## src/rtl/key_cmd_if.sv

```systemverilog
// key_cmd_if -- bus between the PS/2 byte source / display panel and
// key_cmd_ctrl.
//
// Signals:
//   scancode[7:0], valid         : keyboard byte stream (valid is a 1-cycle strobe)
//   cmd_valid, cmd_ready         : command FIFO head handshake
//   cmd_code[2:0], cmd_x, cmd_y  : head command and the cursor after it
//   cursor_x, cursor_y           : live cursor position
//   drop                         : a decoded command was lost to a full FIFO
//
// Handshake: a command transfers on a rising edge where cmd_valid and
// cmd_ready are both 1. cmd_valid never depends on cmd_ready, and the head
// fields hold steady while cmd_valid=1 and cmd_ready=0. cmd_ready has no
// effect while cmd_valid=0.
//
// Modports: slave = key_cmd_ctrl side, master = keyboard/panel side.
interface key_cmd_if;
  logic [7:0] scancode;
  logic       valid;
  logic       cmd_valid;
  logic       cmd_ready;
  logic [2:0] cmd_code;
  logic [3:0] cmd_x;
  logic [3:0] cmd_y;
  logic [3:0] cursor_x;
  logic [3:0] cursor_y;
  logic       drop;

  modport slave (
    input  scancode, valid, cmd_ready,
    output cmd_valid, cmd_code, cmd_x, cmd_y, cursor_x, cursor_y, drop
  );

  modport master (
    output scancode, valid, cmd_ready,
    input  cmd_valid, cmd_code, cmd_x, cmd_y, cursor_x, cursor_y, drop
  );
endinterface

```

## src/rtl/key_cmd_ctrl.sv

```systemverilog
// key_cmd_ctrl -- decodes PS/2 scancodes into cursor commands, moves a
// wrap-around cursor on a GRID_W x GRID_H grid and queues
// {code, new x, new y} in a small command FIFO for the display panel.
//
// Ports:
//   clk        : clock, all state changes on the rising edge
//   rst        : synchronous active-high reset
//   kb         : key_cmd_if.slave (byte input, command FIFO head, cursor, drop)
//   dbg_state  : decoder FSM state (0 IDLE, 1 BRK, 2 EXT, 3 EXT_BRK)
//
// Optional feature: define KEY_REPEAT_FILTER_EN to suppress typematic
// repeats. A held mask (one bit per command key) is set on make and cleared
// by the matching break; a make of a held key produces nothing.
module key_cmd_ctrl #(
  parameter int GRID_W     = 16,
  parameter int GRID_H     = 12,
  parameter int FIFO_DEPTH = 4
) (
  input  logic       clk,
  input  logic       rst,
  key_cmd_if.slave   kb,
  output logic [1:0] dbg_state
);

  localparam int AW = (FIFO_DEPTH > 1) ? $clog2(FIFO_DEPTH) : 1;
  localparam logic [AW:0] DEPTH_C = (AW+1)'(FIFO_DEPTH);
  localparam logic [3:0]  X_MAX   = 4'(GRID_W - 1);
  localparam logic [3:0]  Y_MAX   = 4'(GRID_H - 1);

  localparam logic [1:0] ST_IDLE    = 2'd0;
  localparam logic [1:0] ST_BRK     = 2'd1;
  localparam logic [1:0] ST_EXT     = 2'd2;
  localparam logic [1:0] ST_EXT_BRK = 2'd3;

  localparam logic [2:0] CMD_UP     = 3'd0;
  localparam logic [2:0] CMD_DOWN   = 3'd1;
  localparam logic [2:0] CMD_LEFT   = 3'd2;
  localparam logic [2:0] CMD_RIGHT  = 3'd3;
  localparam logic [2:0] CMD_SELECT = 3'd4;
  localparam logic [2:0] CMD_CLEAR  = 3'd5;

  logic [1:0] state, state_nxt;
  logic       key_known;
  logic [2:0] key_code;
  logic       make_hit;
  logic       cmd_fire;

  logic [3:0] cur_x, cur_y, x_nxt, y_nxt;

  logic [2:0]    mem_code [FIFO_DEPTH];
  logic [3:0]    mem_x    [FIFO_DEPTH];
  logic [3:0]    mem_y    [FIFO_DEPTH];
  logic [AW-1:0] wr_ptr, rd_ptr;
  logic [AW:0]   count;
  logic          not_empty, full, pop, push;
  logic          drop_q;

  // Map the current byte to a key. Extended keys are only recognised after
  // E0 (EXT / EXT_BRK), plain keys only without it (IDLE / BRK). The same
  // lookup serves both makes and breaks.
  always_comb begin
    key_known = 1'b0;
    key_code  = CMD_UP;
    if (state == ST_EXT || state == ST_EXT_BRK) begin
      case (kb.scancode)
        8'h75:   begin key_known = 1'b1; key_code = CMD_UP;    end
        8'h72:   begin key_known = 1'b1; key_code = CMD_DOWN;  end
        8'h6B:   begin key_known = 1'b1; key_code = CMD_LEFT;  end
        8'h74:   begin key_known = 1'b1; key_code = CMD_RIGHT; end
        default: ;
      endcase
    end else begin
      case (kb.scancode)
        8'h5A:   begin key_known = 1'b1; key_code = CMD_SELECT; end
        8'h76:   begin key_known = 1'b1; key_code = CMD_CLEAR;  end
        default: ;
      endcase
    end
  end

  always_comb begin
    state_nxt = state;
    if (kb.valid) begin
      case (state)
        ST_IDLE: begin
          if (kb.scancode == 8'hF0)      state_nxt = ST_BRK;
          else if (kb.scancode == 8'hE0) state_nxt = ST_EXT;
        end
        ST_EXT: begin
          if (kb.scancode == 8'hF0)      state_nxt = ST_EXT_BRK;
          else if (kb.scancode == 8'hE0) state_nxt = ST_EXT;
          else                           state_nxt = ST_IDLE;
        end
        default: state_nxt = ST_IDLE;
      endcase
    end
  end

  always_ff @(posedge clk) begin
    if (rst) state <= ST_IDLE;
    else     state <= state_nxt;
  end

  assign dbg_state = state;

  // A make is a known key byte seen in IDLE or EXT; breaks never fire.
  assign make_hit = kb.valid && key_known && (state == ST_IDLE || state == ST_EXT);

`ifdef KEY_REPEAT_FILTER_EN
  logic [5:0] held;
  logic       brk_hit;

  assign brk_hit  = kb.valid && key_known && (state == ST_BRK || state == ST_EXT_BRK);
  assign cmd_fire = make_hit && !held[key_code];

  always_ff @(posedge clk) begin
    if (rst) begin
      held <= '0;
    end else begin
      if (make_hit) held[key_code] <= 1'b1;
      if (brk_hit)  held[key_code] <= 1'b0;
    end
  end
`else
  assign cmd_fire = make_hit;
`endif

  // Cursor after the decoded command, wrapping on each axis.
  always_comb begin
    x_nxt = cur_x;
    y_nxt = cur_y;
    case (key_code)
      CMD_UP:    y_nxt = (cur_y == 4'd0)  ? Y_MAX : cur_y - 4'd1;
      CMD_DOWN:  y_nxt = (cur_y == Y_MAX) ? 4'd0  : cur_y + 4'd1;
      CMD_LEFT:  x_nxt = (cur_x == 4'd0)  ? X_MAX : cur_x - 4'd1;
      CMD_RIGHT: x_nxt = (cur_x == X_MAX) ? 4'd0  : cur_x + 4'd1;
      CMD_CLEAR: begin x_nxt = 4'd0; y_nxt = 4'd0; end
      default:   ;
    endcase
  end

  // The cursor moves on every decoded command, even one the FIFO drops.
  always_ff @(posedge clk) begin
    if (rst) begin
      cur_x <= 4'd0;
      cur_y <= 4'd0;
    end else if (cmd_fire) begin
      cur_x <= x_nxt;
      cur_y <= y_nxt;
    end
  end

  assign kb.cursor_x = cur_x;
  assign kb.cursor_y = cur_y;

  // Command FIFO. A pop in the same cycle frees the slot, so a full FIFO
  // still accepts the push; the slot written then is the one being popped.
  assign not_empty = (count != '0);
  assign full      = (count == DEPTH_C);
  assign pop       = not_empty && kb.cmd_ready;
  assign push      = cmd_fire && (!full || pop);

  always_ff @(posedge clk) begin
    if (push) begin
      mem_code[wr_ptr] <= key_code;
      mem_x[wr_ptr]    <= x_nxt;
      mem_y[wr_ptr]    <= y_nxt;
    end
  end

  always_ff @(posedge clk) begin
    if (rst) begin
      wr_ptr <= '0;
      rd_ptr <= '0;
      count  <= '0;
      drop_q <= 1'b0;
    end else begin
      if (push) wr_ptr <= wr_ptr + 1'b1;
      if (pop)  rd_ptr <= rd_ptr + 1'b1;
      case ({push, pop})
        2'b10:   count <= count + 1'b1;
        2'b01:   count <= count - 1'b1;
        default: ;
      endcase
      drop_q <= cmd_fire && full && !pop;
    end
  end

  assign kb.drop      = drop_q;
  assign kb.cmd_valid = not_empty;
  // Head fields read as zero while empty so reset leaves them at 0.
  assign kb.cmd_code  = not_empty ? mem_code[rd_ptr] : 3'd0;
  assign kb.cmd_x     = not_empty ? mem_x[rd_ptr]    : 4'd0;
  assign kb.cmd_y     = not_empty ? mem_y[rd_ptr]    : 4'd0;

endmodule

```

## src/flat_wrapper.sv

```systemverilog
// flat-port wrapper written by rule: the top's interface ports become plain ports
module key_cmd_ctrl_flat 
#(
  parameter int GRID_W     = 16,
  parameter int GRID_H     = 12,
  parameter int FIFO_DEPTH = 4
)
  (clk, rst, dbg_state, kb_scancode, kb_valid, kb_cmd_ready, kb_cmd_valid, kb_cmd_code, kb_cmd_x, kb_cmd_y, kb_cursor_x, kb_cursor_y, kb_drop);
  key_cmd_if kb_i ();
  input  logic clk;
  input  logic rst;
  output logic [1:0] dbg_state;
  input wire logic [$bits(kb_i.scancode)-1:0] kb_scancode;
  input wire logic [$bits(kb_i.valid)-1:0] kb_valid;
  input wire logic [$bits(kb_i.cmd_ready)-1:0] kb_cmd_ready;
  output wire logic [$bits(kb_i.cmd_valid)-1:0] kb_cmd_valid;
  output wire logic [$bits(kb_i.cmd_code)-1:0] kb_cmd_code;
  output wire logic [$bits(kb_i.cmd_x)-1:0] kb_cmd_x;
  output wire logic [$bits(kb_i.cmd_y)-1:0] kb_cmd_y;
  output wire logic [$bits(kb_i.cursor_x)-1:0] kb_cursor_x;
  output wire logic [$bits(kb_i.cursor_y)-1:0] kb_cursor_y;
  output wire logic [$bits(kb_i.drop)-1:0] kb_drop;
  assign kb_i.scancode = kb_scancode;
  assign kb_i.valid = kb_valid;
  assign kb_i.cmd_ready = kb_cmd_ready;
  assign kb_cmd_valid = kb_i.cmd_valid;
  assign kb_cmd_code = kb_i.cmd_code;
  assign kb_cmd_x = kb_i.cmd_x;
  assign kb_cmd_y = kb_i.cmd_y;
  assign kb_cursor_x = kb_i.cursor_x;
  assign kb_cursor_y = kb_i.cursor_y;
  assign kb_drop = kb_i.drop;
  key_cmd_ctrl #(.GRID_W(GRID_W), .GRID_H(GRID_H), .FIFO_DEPTH(FIFO_DEPTH)) u_core (.clk(clk), .rst(rst), .kb(kb_i), .dbg_state(dbg_state));
endmodule
```

## config.mk

```make
export PLATFORM = sky130hd
export DESIGN_NAME = key_cmd_ctrl_flat
export DESIGN_NICKNAME = d
export VERILOG_FILES = /design/src/rtl/key_cmd_if.sv /design/src/rtl/key_cmd_ctrl.sv /design/src/flat_wrapper.sv
export SDC_FILE = /design/constraint.sdc
export NUM_CORES = 1
export LEC_CHECK = 0
export CAP_MARGIN = 25
export CORE_ASPECT_RATIO = 0.7
export CORE_MARGIN = 3
export CORE_UTILIZATION = 30
export DETAILED_ROUTE_END_ITERATION = 8
export SLEW_MARGIN = 10
export SYNTH_ARGS = -nofsm -noshare
export SYNTH_HDL_FRONTEND = slang
export SYNTH_SLANG_ARGS = --single-unit
```

## constraint.sdc

```tcl
create_clock -name clk -period 5.33 [get_ports clk]
set_input_delay 0.533 -clock clk [delete_from_list [all_inputs] [get_ports clk]]
set_output_delay 0.533 -clock clk [all_outputs]
set_load 0.005 [all_outputs]
```

After elaboration in Yosys (flattened, before gate mapping)
Memory sizes are Yosys's and may differ from the RTL's. A register that Yosys moved wholly into a read port is not among the register bits.
Index checks and enable logic that the tools add are counted.
{"block": "op_classes", "addsub": 8, "eq_ne": 20, "mux": 29, "reduce_logical": 20}
{"operator": "$eq A8 B7 Y1 const B", "n": 6}
{"operator": "$mux W4", "n": 6}
{"operator": "$pmux W4 S3", "n": 2}
{"operator": "$mux W2", "n": 10}
{"operator": "$eq A8 B8 Y1 const B", "n": 2}
{"operator": "$pmux W3 S2", "n": 2}
{"operator": "$add A4 B1 Y4 const B", "n": 2}
{"operator": "$eq A4 B4 Y1 const B", "n": 2}
{"operator": "$logic_not A4 Y1", "n": 2}
{"operator": "$sub A4 B1 Y4 const B", "n": 2}
{"operator": "$eq A2 B2 Y1 const B", "n": 3}
{"operator": "$eq A3 B2 Y1 const B", "n": 2}
{"operator": "$eq A3 B3 Y1 const B", "n": 2}
{"operator": "$logic_and A1 B1 Y1", "n": 6}
{"operator": "$mux W3", "n": 2}
{"operator": "$pmux W2 S3", "n": 1}
{"operator": "$mux W1", "n": 5}
{"operator": "$add A2 B1 Y2 const B", "n": 2}
{"operator": "$pmux W2 S2", "n": 1}
{"operator": "$reduce_or A4 Y1", "n": 1}
{"operator": "$add A3 B1 Y3 const B", "n": 1}
{"operator": "$eq A3 B1 Y1 const B", "n": 1}
{"operator": "$logic_not A3 Y1", "n": 1}
{"operator": "$logic_or A1 B1 Y1", "n": 3}
{"operator": "9 further kinds", "n": 10}
{"block": "totals", "register_bits": 18, "mem_bits_rw": 44, "in_bits": 12, "out_inout_bits": 23, "word_cells": 87, "memories": 3}
{"memory": "u_core.mem_x", "words": 4, "width": 4, "read_ports": 1, "rd_ports_with_merged_regs": 1, "write_ports": 1, "line_no": "key_cmd_ctrl.sv:51", "source": "logic [3:0] mem_x [FIFO_DEPTH];"}
{"memory": "u_core.mem_y", "words": 4, "width": 4, "read_ports": 1, "rd_ports_with_merged_regs": 1, "write_ports": 1, "line_no": "key_cmd_ctrl.sv:52", "source": "logic [3:0] mem_y [FIFO_DEPTH];"}
{"memory": "u_core.mem_code", "words": 4, "width": 3, "read_ports": 1, "rd_ports_with_merged_regs": 1, "write_ports": 1, "line_no": "key_cmd_ctrl.sv:50", "source": "logic [2:0] mem_code [FIFO_DEPTH];"}

Depth between registers and ports, before layout
Gate-level depths: netlist of run 1.
{"block": "logic_depth", "depth_word": 9, "mapped_depth": 12, "depth_no_buf": 10}

Worst setup path after synthesis of run 1
No wires, ideal clock.
{"block": "synth_timing", "path_kind": "in2reg", "start": "input kb_scancode[2]", "end": "register u_core.count[2]", "setup_time_ps": 129, "arrival_ps": 2663, "path_slack_ps": 2538, "cell_stages": 10, "n_path_buf": 1, "path_cell_list": "or3b_4 > a2111oi_4 > a41oi_2 > a21oi_2 > buf_4 > nor2_1 > fa_1 > nor2b_1 > a31oi_1 > nand4_1"}
{"block": "synth_via", "elab_chain_cells": 9}
{"item": "from (decl)", "line_no": "flat_wrapper.sv:13", "source": "input wire logic [$bits(kb_i.scancode)-1:0] kb_scancode;"}
{"item": "$eq A8 B7 Y1 (on tied branches)", "line_no": "key_cmd_ctrl.sv:65, key_cmd_ctrl.sv:73"}
{"item": "$reduce_or A4 Y1 (no source line) or $reduce_or A2 Y1 (tied branches)"}
{"item": "$mux W1 (on tied branches)", "line_no": "key_cmd_ctrl.sv:65, key_cmd_ctrl.sv:73"}
{"item": "$mux W1 (*)", "line_no": "key_cmd_ctrl.sv:64", "source": "if (state == ST_EXT || state == ST_EXT_BRK) begin"}
{"item": "$logic_and A1 B1 Y1 (*) (2 in series)", "line_no": "key_cmd_ctrl.sv:107", "source": "assign make_hit = kb.valid && key_known && (state == ST_IDLE || state == ST_EXT);"}
{"item": "$logic_and A1 B1 Y1 (*)", "line_no": "key_cmd_ctrl.sv:161", "source": "assign push = cmd_fire && (!full || pop);"}
{"item": "$eq A2 B1 Y1 or $eq A2 B2 Y1 (tied branches)", "line_no": "key_cmd_ctrl.sv:180", "source": "case ({push, pop})"}
{"item": "$pmux W3 S2 or $reduce_bool A2 Y1 (tied branches)"}
{"item": "to (signal assigned)", "line_no": "key_cmd_ctrl.sv:181", "source": "2'b10: count <= count + 1'b1;"}
{"item": "to (signal assigned)", "line_no": "key_cmd_ctrl.sv:182", "source": "2'b01: count <= count - 1'b1;"}
{"item": "to (decl)", "line_no": "key_cmd_ctrl.sv:54", "source": "logic [AW:0] count;"}
Mark *: on every way between the ends. The rest lies on a longest branch, timed or not.
A chain may end at the register's enable or synchronous reset.

Worst setup path in the final report of run 1
Same ends and word-level chain as after synthesis.

==> impl_metrics.env, run 1 <==
export IMPL_cts_resized=0
export IMPL_register_area_sq_um=1722
export IMPL_slew_headroom=0.3276
export IMPL_dp_cells=483
export IMPL_endpoint_kind="flip-flop"
export IMPL_p_sw_mw=0.2484
export IMPL_antenna_found_initial=0
export IMPL_syn_instance_count=312
export IMPL_diodes=0
export IMPL_whs_path_depth=2
export IMPL_synth_area_mux_share=0.07565
export IMPL_rsz0062_at_grt="false"
export IMPL_cp_slowest_cell="clkdlybuf4s50_1"
export IMPL_core_region_area_sq_um=11250
export IMPL_setup_tns_ns=0
export IMPL_die_y_um=96.88
export IMPL_holdPathEnd="u_core.rd_ptr[1]"
export IMPL_status="completed"
export IMPL_grt_pass1_wl_mm=13.61
export IMPL_ir_drop_mv=0.1483
export IMPL_first_pass_iters=5
export IMPL_yosysSeqAreaShare=0.4864
export IMPL_rows=32
export IMPL_r2r_cells=9
export IMPL_synthAdderAreaFrac=0.03393
export IMPL_synth_distinct_cells=64
export IMPL_grt_max_degree=29
export IMPL_port_buffers=34
export IMPL_synth_seq_cells=64
export IMPL_synthesis_nets=333
export IMPL_fmax_mhz=253.5
export IMPL_async_flop_share=0
export IMPL_worstPathRequired_ns=5.53
export IMPL_tritoncts="yes"
export IMPL_critPathLaunchType="input port"
export IMPL_nNetsFinal=363
export IMPL_cts_buffer_depth=2
export IMPL_ant_nets=0
export IMPL_critPathTopFamily="compound AO/OA/AOI/OAI gates"
export IMPL_power_internal_mw=0.9648
export IMPL_maxCapViolCount=0
export IMPL_cts_hold_buf=0
export IMPL_slew_viol_final=0
export IMPL_timing_hold_ws_ns=0.5288
export IMPL_cp_arrival_ns=4.15
export IMPL_numCtsBuffers=9
export IMPL_sequentialPowerShare=0.439
export IMPL_finish_utilization=0.3858
export IMPL_yosys_warnings=0
export IMPL_fill_cells=1071
export IMPL_via_per_inst=5.268
export IMPL_post_drt_wl_per_cell_um=16.34
export IMPL_cp_cell_sequence="clkdlybuf4s50_1 > or3b_4 > a2111oi_4 > a41oi_2 > a21oi_2 > nor2_1 > fa_1 > nor2b_1 > a31oi_1 > nand4_1"
export IMPL_hold_viol_final=0
export IMPL_p_sw_frac=0.2047
export IMPL_path_buf_inv=1
export IMPL_cts_htree_levels=3
export IMPL_grtUsageTotal=0.1315
export IMPL_dp_hpwl_mm=5.823
export IMPL_period_minus_slack_ns=3.945
export IMPL_final_cell_area_sq_um=4340
export IMPL_start_util=0.3146
export IMPL_cellPowerDensity_nw_per_um2=279.5
export IMPL_crit_fanout=21
export IMPL_clk_pin_slew_ns=0.05
export IMPL_dieArea_sq_um=13160
export IMPL_synth_main_ff_cell="edfxtp_1"
export IMPL_worstReg2RegStart="u_core.dbg_state[1]"
export IMPL_setup_viol=0
export IMPL_setup_slack_ns=1.385
export IMPL_regToRegSetupSlack_ns=2.03
export IMPL_post_cts_buffers=0
export IMPL_synth_top_family_by_area="simple AND/OR/NAND/NOR gates"
export IMPL_num_io_pins=35
export IMPL_dpl_cell_area_sq_um=4005
export IMPL_globalplace_congestion=0.8157
export IMPL_synth_xor_area_frac=0.01485
export IMPL_finClkSkew_ns=0.007194
export IMPL_area_growth_pct=22.62
export IMPL_vias=2634
export IMPL_grt_pass1_vias=2568
export IMPL_synth_edf_count=44
export IMPL_yosysTopAreaCell="edfxtp_1"
export IMPL_multi_input_area_sq_um=1710
export IMPL_post_place_ws_ns=1.020
export IMPL_synth_compound_area_frac=0.1524
export IMPL_comb_power_share=0.050
export IMPL_instances_no_fill=500
export IMPL_syn_area_sq_um=3540
export IMPL_drc=0
export IMPL_clkLatencyLatePin_ns=0.33
export IMPL_syn_avg_cell_area_sq_um=11.35
export IMPL_wirelength_mm=8.169
export IMPL_grt_ovfl_total=0
export IMPL_power_leakage_nw=1.423
export IMPL_drtIter0Drc=232
export IMPL_period_share=0.7401
export IMPL_synth_simple_area_share=0.2064
export IMPL_yosys_top_cells_area="edfxtp_1 37%, dfxtp_1 11%, mux4_2 7.0%"
export IMPL_worstHoldStart="u_core.rd_ptr[1]"
export IMPL_reg2reg_to="u_core.count[2]"
export IMPL_root_buffer="clkbuf_16"
export IMPL_max_stage_delay_ns=0.80
export IMPL_p_total_mw=1.213
export IMPL_worst_pin_slew_ns=0.9945
export IMPL_clkPwrFrac=0.511
export IMPL_hold_path_class="flip-flop to flip-flop"
export IMPL_clock_sinks=64
export IMPL_drive_gt1_frac=0.1326
export IMPL_worstSetupPathType="input port to flip-flop"
export IMPL_die_w_um=135.8
export IMPL_synth_top_area_share=0.3733
-- power groups by stage --
| stage | Clock (mW) | Combinational (mW) | Sequential, mW |
|---|---|---|---|
| floorplan | 0 | 0.0368 | 0.541 |
| global placement | 0 | 0.0588 | 0.543 |
| detailed placement | 0 | 0.0596 | 0.543 |
| CTS | 0.633 | 0.0599 | 0.533 |
| global route | 0.662 | 0.0677 | 0.533 |
| finish | 0.620 | 0.0610 | 0.533 |
-- metal layers --
| layer | up-vias | share of wire | global-route usage |
|---|---|---|---|
| li1 | 1271 | - | - |
| met1 | 1284 | 0.48 | 0.1889 |
| met2 | 74 | 0.45 | 0.1946 |
| met3 | 5 | 0.058 | 0.04002 |
| met4 | 0 | 0.0059 | 0.03098 |
| met5 | - | 0 | 0 |
-- synth_stat cells (3+ instances only) --
cell	instances
a31oi_1	5
and2_2	4
and3_1	4
a21oi_1	11
nand2_1	13
ha_1	8
nand3_1	5
o22ai_1	4
clkbuf_1	12
edfxtp_1	44
o2111ai_1	3
nand4_1	3
o21bai_1	3
nand3b_1	3
a211oi_1	5
nor3b_1	3
nor3_1	5
nor2b_1	5
o31a_1	3
or3_1	3
nand4b_1	4
nand2b_1	6
nor4b_1	4
inv_1	11
xor2_1	3
and2_1	16
nor2_1	26
dfxtp_1	20
o21ai_0	11
mux4_2	11
o211ai_1	5
a41oi_1	4
xnor2_1	3
and3b_1	3
nor4_1	4
-- worst min-delay path, cell delays in order (launching register included) --
cell and delay, ns:
dfxtp_1 0.32, xor2_1 0.06, nor2_1 0.10
-- cells by family after synthesis --
| kind of cell | after synthesis |
|---|---|
| buf+inv | 27 |
| compound gates | 71 |
| flops | 64 |
| fa+ha+maj | 9 |
| mux | 13 |
| xor+xnor | 6 |
| simple gates | 122 |
-- worst max-delay path by stage --
stage / from / to / cells past startpoint / slack [ns]
final: kb_scancode[2] / u_core.count[2] / 10 / 1.39
after global routing: kb_scancode[2] / u_core.count[2] / 10 / 1.09
after CTS: kb_scancode[2] / u_core.count[2] / 10 / 1.38
after detailed placement: kb_scancode[2] / u_core.count[2] / 10 / 1.02
after global placement: kb_scancode[2] / u_core.count[2] / 10 / 1.23
after floorplan: kb_scancode[2] / u_core.count[2] / 10 / 2.54
-- area by class of cell --
type / instances / share of cell area
sequential: 64 / 0.3967
clock buffer: 9 / 0.05189
clock inverter: 7 / 0.02191
timing repair buffer: 35 / 0.08187
inverter: 11 / 0.009513
multi-input combinational: 221 / 0.3941
tap: 153 / 0.04411
-- placed cells by master (no fill, tap or decap), types with 6 or more instances in the layout --
cell / instances
clkbuf_16: 9
nand2b_1: 6
dfxtp_1: 20
and2_1: 16
a21oi_1: 11
nand2_1: 13
inv_1: 11
nor2_1: 26
mux4_2: 11
clkdlybuf4s50_1: 34
o21ai_0: 11
edfxtp_1: 44
ha_1: 8
-- flip-flops by register name, indices dropped and copies added (netlist names), named ones only --
name	count
u_core.count	3
u_core.mem_code	12
u_core.wr_ptr	2
u_core.dbg_state	2
u_core.kb.cursor_y	4
u_core.kb.drop	1
u_core.mem_x	16
u_core.rd_ptr	2
u_core.mem_y	16
u_core.kb.cursor_x	4
Note: power is estimated with default switching activity, not from simulation.
==> run 2, diff against run 1 <==
clock period = 3.98 ns   (was 5.33 ns; I/O delays follow)
==> impl_metrics.env, run 2 (synthesis results as in run 1) <==
export IMPL_status="completed"
export IMPL_tritoncts="yes"
export IMPL_drc=0
export IMPL_p_sw_frac=0.1976
export IMPL_root_buffer="clkbuf_16"
export IMPL_setup_viol=0
export IMPL_final_cell_mix="44 x edfxtp_1, 34 x clkdlybuf4s50_1, 26 x nor2_1, 20 x dfxtp_1, 16 x and2_1"
export IMPL_post_drt_wl_per_cell_um=16.19
export IMPL_timing_hold_ws_ns=0.5414
export IMPL_largestRegisters="u_core.mem_x (16), u_core.mem_y (16), u_core.mem_code (12)"
export IMPL_start_util=0.3146
export IMPL_grt_pass1_wl_mm=13.29
export IMPL_diodes=0
export IMPL_hold_path_class="flip-flop to flip-flop"
export IMPL_numCtsBuffers=9
export IMPL_nNetsFinal=368
export IMPL_slew_viol_final=0
export IMPL_p_sw_mw=0.3146
export IMPL_antenna_found_initial=0
export IMPL_period_share=0.7901
export IMPL_fmax_mhz=318.0
export IMPL_ir_drop_mv=0.2050
export IMPL_clk_pin_slew_ns=0.05
export IMPL_worstPathRequired_ns=4.25
export IMPL_crit_fanout=13
export IMPL_clkPwrFrac=0.500
export IMPL_power_internal_mw=1.278
export IMPL_worstSetupPathType="input port to flip-flop"
export IMPL_drive_gt1_frac=0.1392
export IMPL_grt_pass1_vias=2554
export IMPL_cellPowerDensity_nw_per_um2=365.0
export IMPL_rows=32
export IMPL_maxCapViolCount=0
export IMPL_die_y_um=96.88
export IMPL_clock_sinks=64
export IMPL_post_cts_buffers=0
export IMPL_setup_tns_ns=0
export IMPL_sequentialPowerShare=0.448
export IMPL_dp_hpwl_mm=5.829
export IMPL_slew_headroom=0.3656
export IMPL_clkLatencyLatePin_ns=0.33
export IMPL_die_w_um=135.8
export IMPL_grt_ovfl_total=0
export IMPL_core_region_area_sq_um=11250
export IMPL_area_growth_pct=23.26
export IMPL_cts_buffer_depth=2
export IMPL_ant_nets=0
export IMPL_period_minus_slack_ns=3.144
export IMPL_power_leakage_nw=1.445
export IMPL_dp_cells=488
export IMPL_setup_slack_ns=0.8355
export IMPL_comb_power_share=0.052
export IMPL_final_common_cell="edfxtp_1"
export IMPL_cts_resized=0
export IMPL_critPathLaunchType="input port"
export IMPL_drtIter0Drc=166
export IMPL_instances_no_fill=505
export IMPL_num_io_pins=35
export IMPL_globalplace_congestion=0.8239
export IMPL_vias=2631
export IMPL_rsz0062_at_grt="false"
export IMPL_fill_cells=1086
export IMPL_first_pass_iters=4
export IMPL_hold_viol_final=0
export IMPL_dieArea_sq_um=13160
export IMPL_grtUsageTotal=0.1293
export IMPL_endpoint_kind="flip-flop"
export IMPL_worst_pin_slew_ns=0.9452
export IMPL_grt_max_degree=29
export IMPL_port_buffers=34
export IMPL_post_place_ws_ns=0.4427
export IMPL_cts_htree_levels=3
export IMPL_cts_hold_buf=0
export IMPL_wirelength_mm=8.178
export IMPL_via_per_inst=5.210
export IMPL_finClkSkew_ns=0.006250
export IMPL_cp_arrival_ns=3.41
==> run 2: cell types whose count changed in the layout (fill, tap and decap cells not counted) <==
| cell | before | now |
|---|---|---|
| clkinvlp_4 | 1 | 0 |
| clkinv_2 | 2 | 1 |
| buf_4 | 0 | 5 |
| buf_8 | 1 | 0 |
| clkinv_1 | 0 | 1 |
| inv_6 | 1 | 0 |
| clkbuf_1 | 0 | 1 |
| clkbuf_8 | 0 | 3 |
| clkinv_4 | 1 | 0 |
| bufinv_16 | 2 | 1 |
| buf_6 | 0 | 1 |
==> run 2: worst paths after layout <==
check	start	to	slack (ns)	cells after the start
worst max register to register	u_core.dbg_state[1]	u_core.count[2]	1.09	9
worst min-delay path	u_core.rd_ptr[0]	flip-flop	0.54	2
worst min register to register	u_core.rd_ptr[0]	flip-flop	0.54	2
worst max-delay path	kb_scancode[2]	u_core.count[2]	0.84	10
==> run 2: stage by stage <==
step / util / power (mW) / instance area (sq um)
global placement: 0.3593 / 0.8068 / 4043
finish: 0.3878 / 1.593 / 4363
CTS: 0.3868 / 1.613 / 4352
detailed placement: 0.3593 / 0.8082 / 4043
floorplan: - / 0.7740 / 3540
global route: 0.3878 / 1.652 / 4363
==> run 2: per-layer routing <==
layer | vias up | part of all wire | GRT usage
li1 | 1272 | - | -
met1 | 1309 | 0.50 | 0.1839
met2 | 43 | 0.44 | 0.1885
met3 | 7 | 0.046 | 0.04470
met4 | 0 | 0.0097 | 0.03253
met5 | - | 0 | 0
==> run 2: power groups by stage <==
stage	sequential [mW]	clock (mW)	combinational (mW)
6_report	0.714	0.796	0.0831
5_1_grt	0.714	0.847	0.0913
4_1_cts	0.713	0.817	0.0817
3_5_place_dp	0.727	0	0.0812
3_3_place_gp	0.727	0	0.0798
2_1_floorplan	0.725	0	0.0493
==> run 2: layout make-up <==
cell class	instances	area (sq um)	area share
clock buffers	13	270.3	0.06194
well taps	153	191.4	0.04388
repair buffers	40	389.1	0.08919
flip-flops and latches	64	1722	0.3946
clock inverters	3	38.79	0.008890
multi-input cells	221	1710	0.3920
inverters	11	41.29	0.009464
==> run 2: critical path, stage by stage <==
cell and delay, ns:
clkdlybuf4s50_1 0.60, or3b_4 0.49, a2111oi_4 0.50, a41oi_2 0.14, a21oi_2 0.22, nor2_1 0.08, fa_1 0.46, nor4_1 0.31
o21ai_0 0.14, nand4_1 0.09
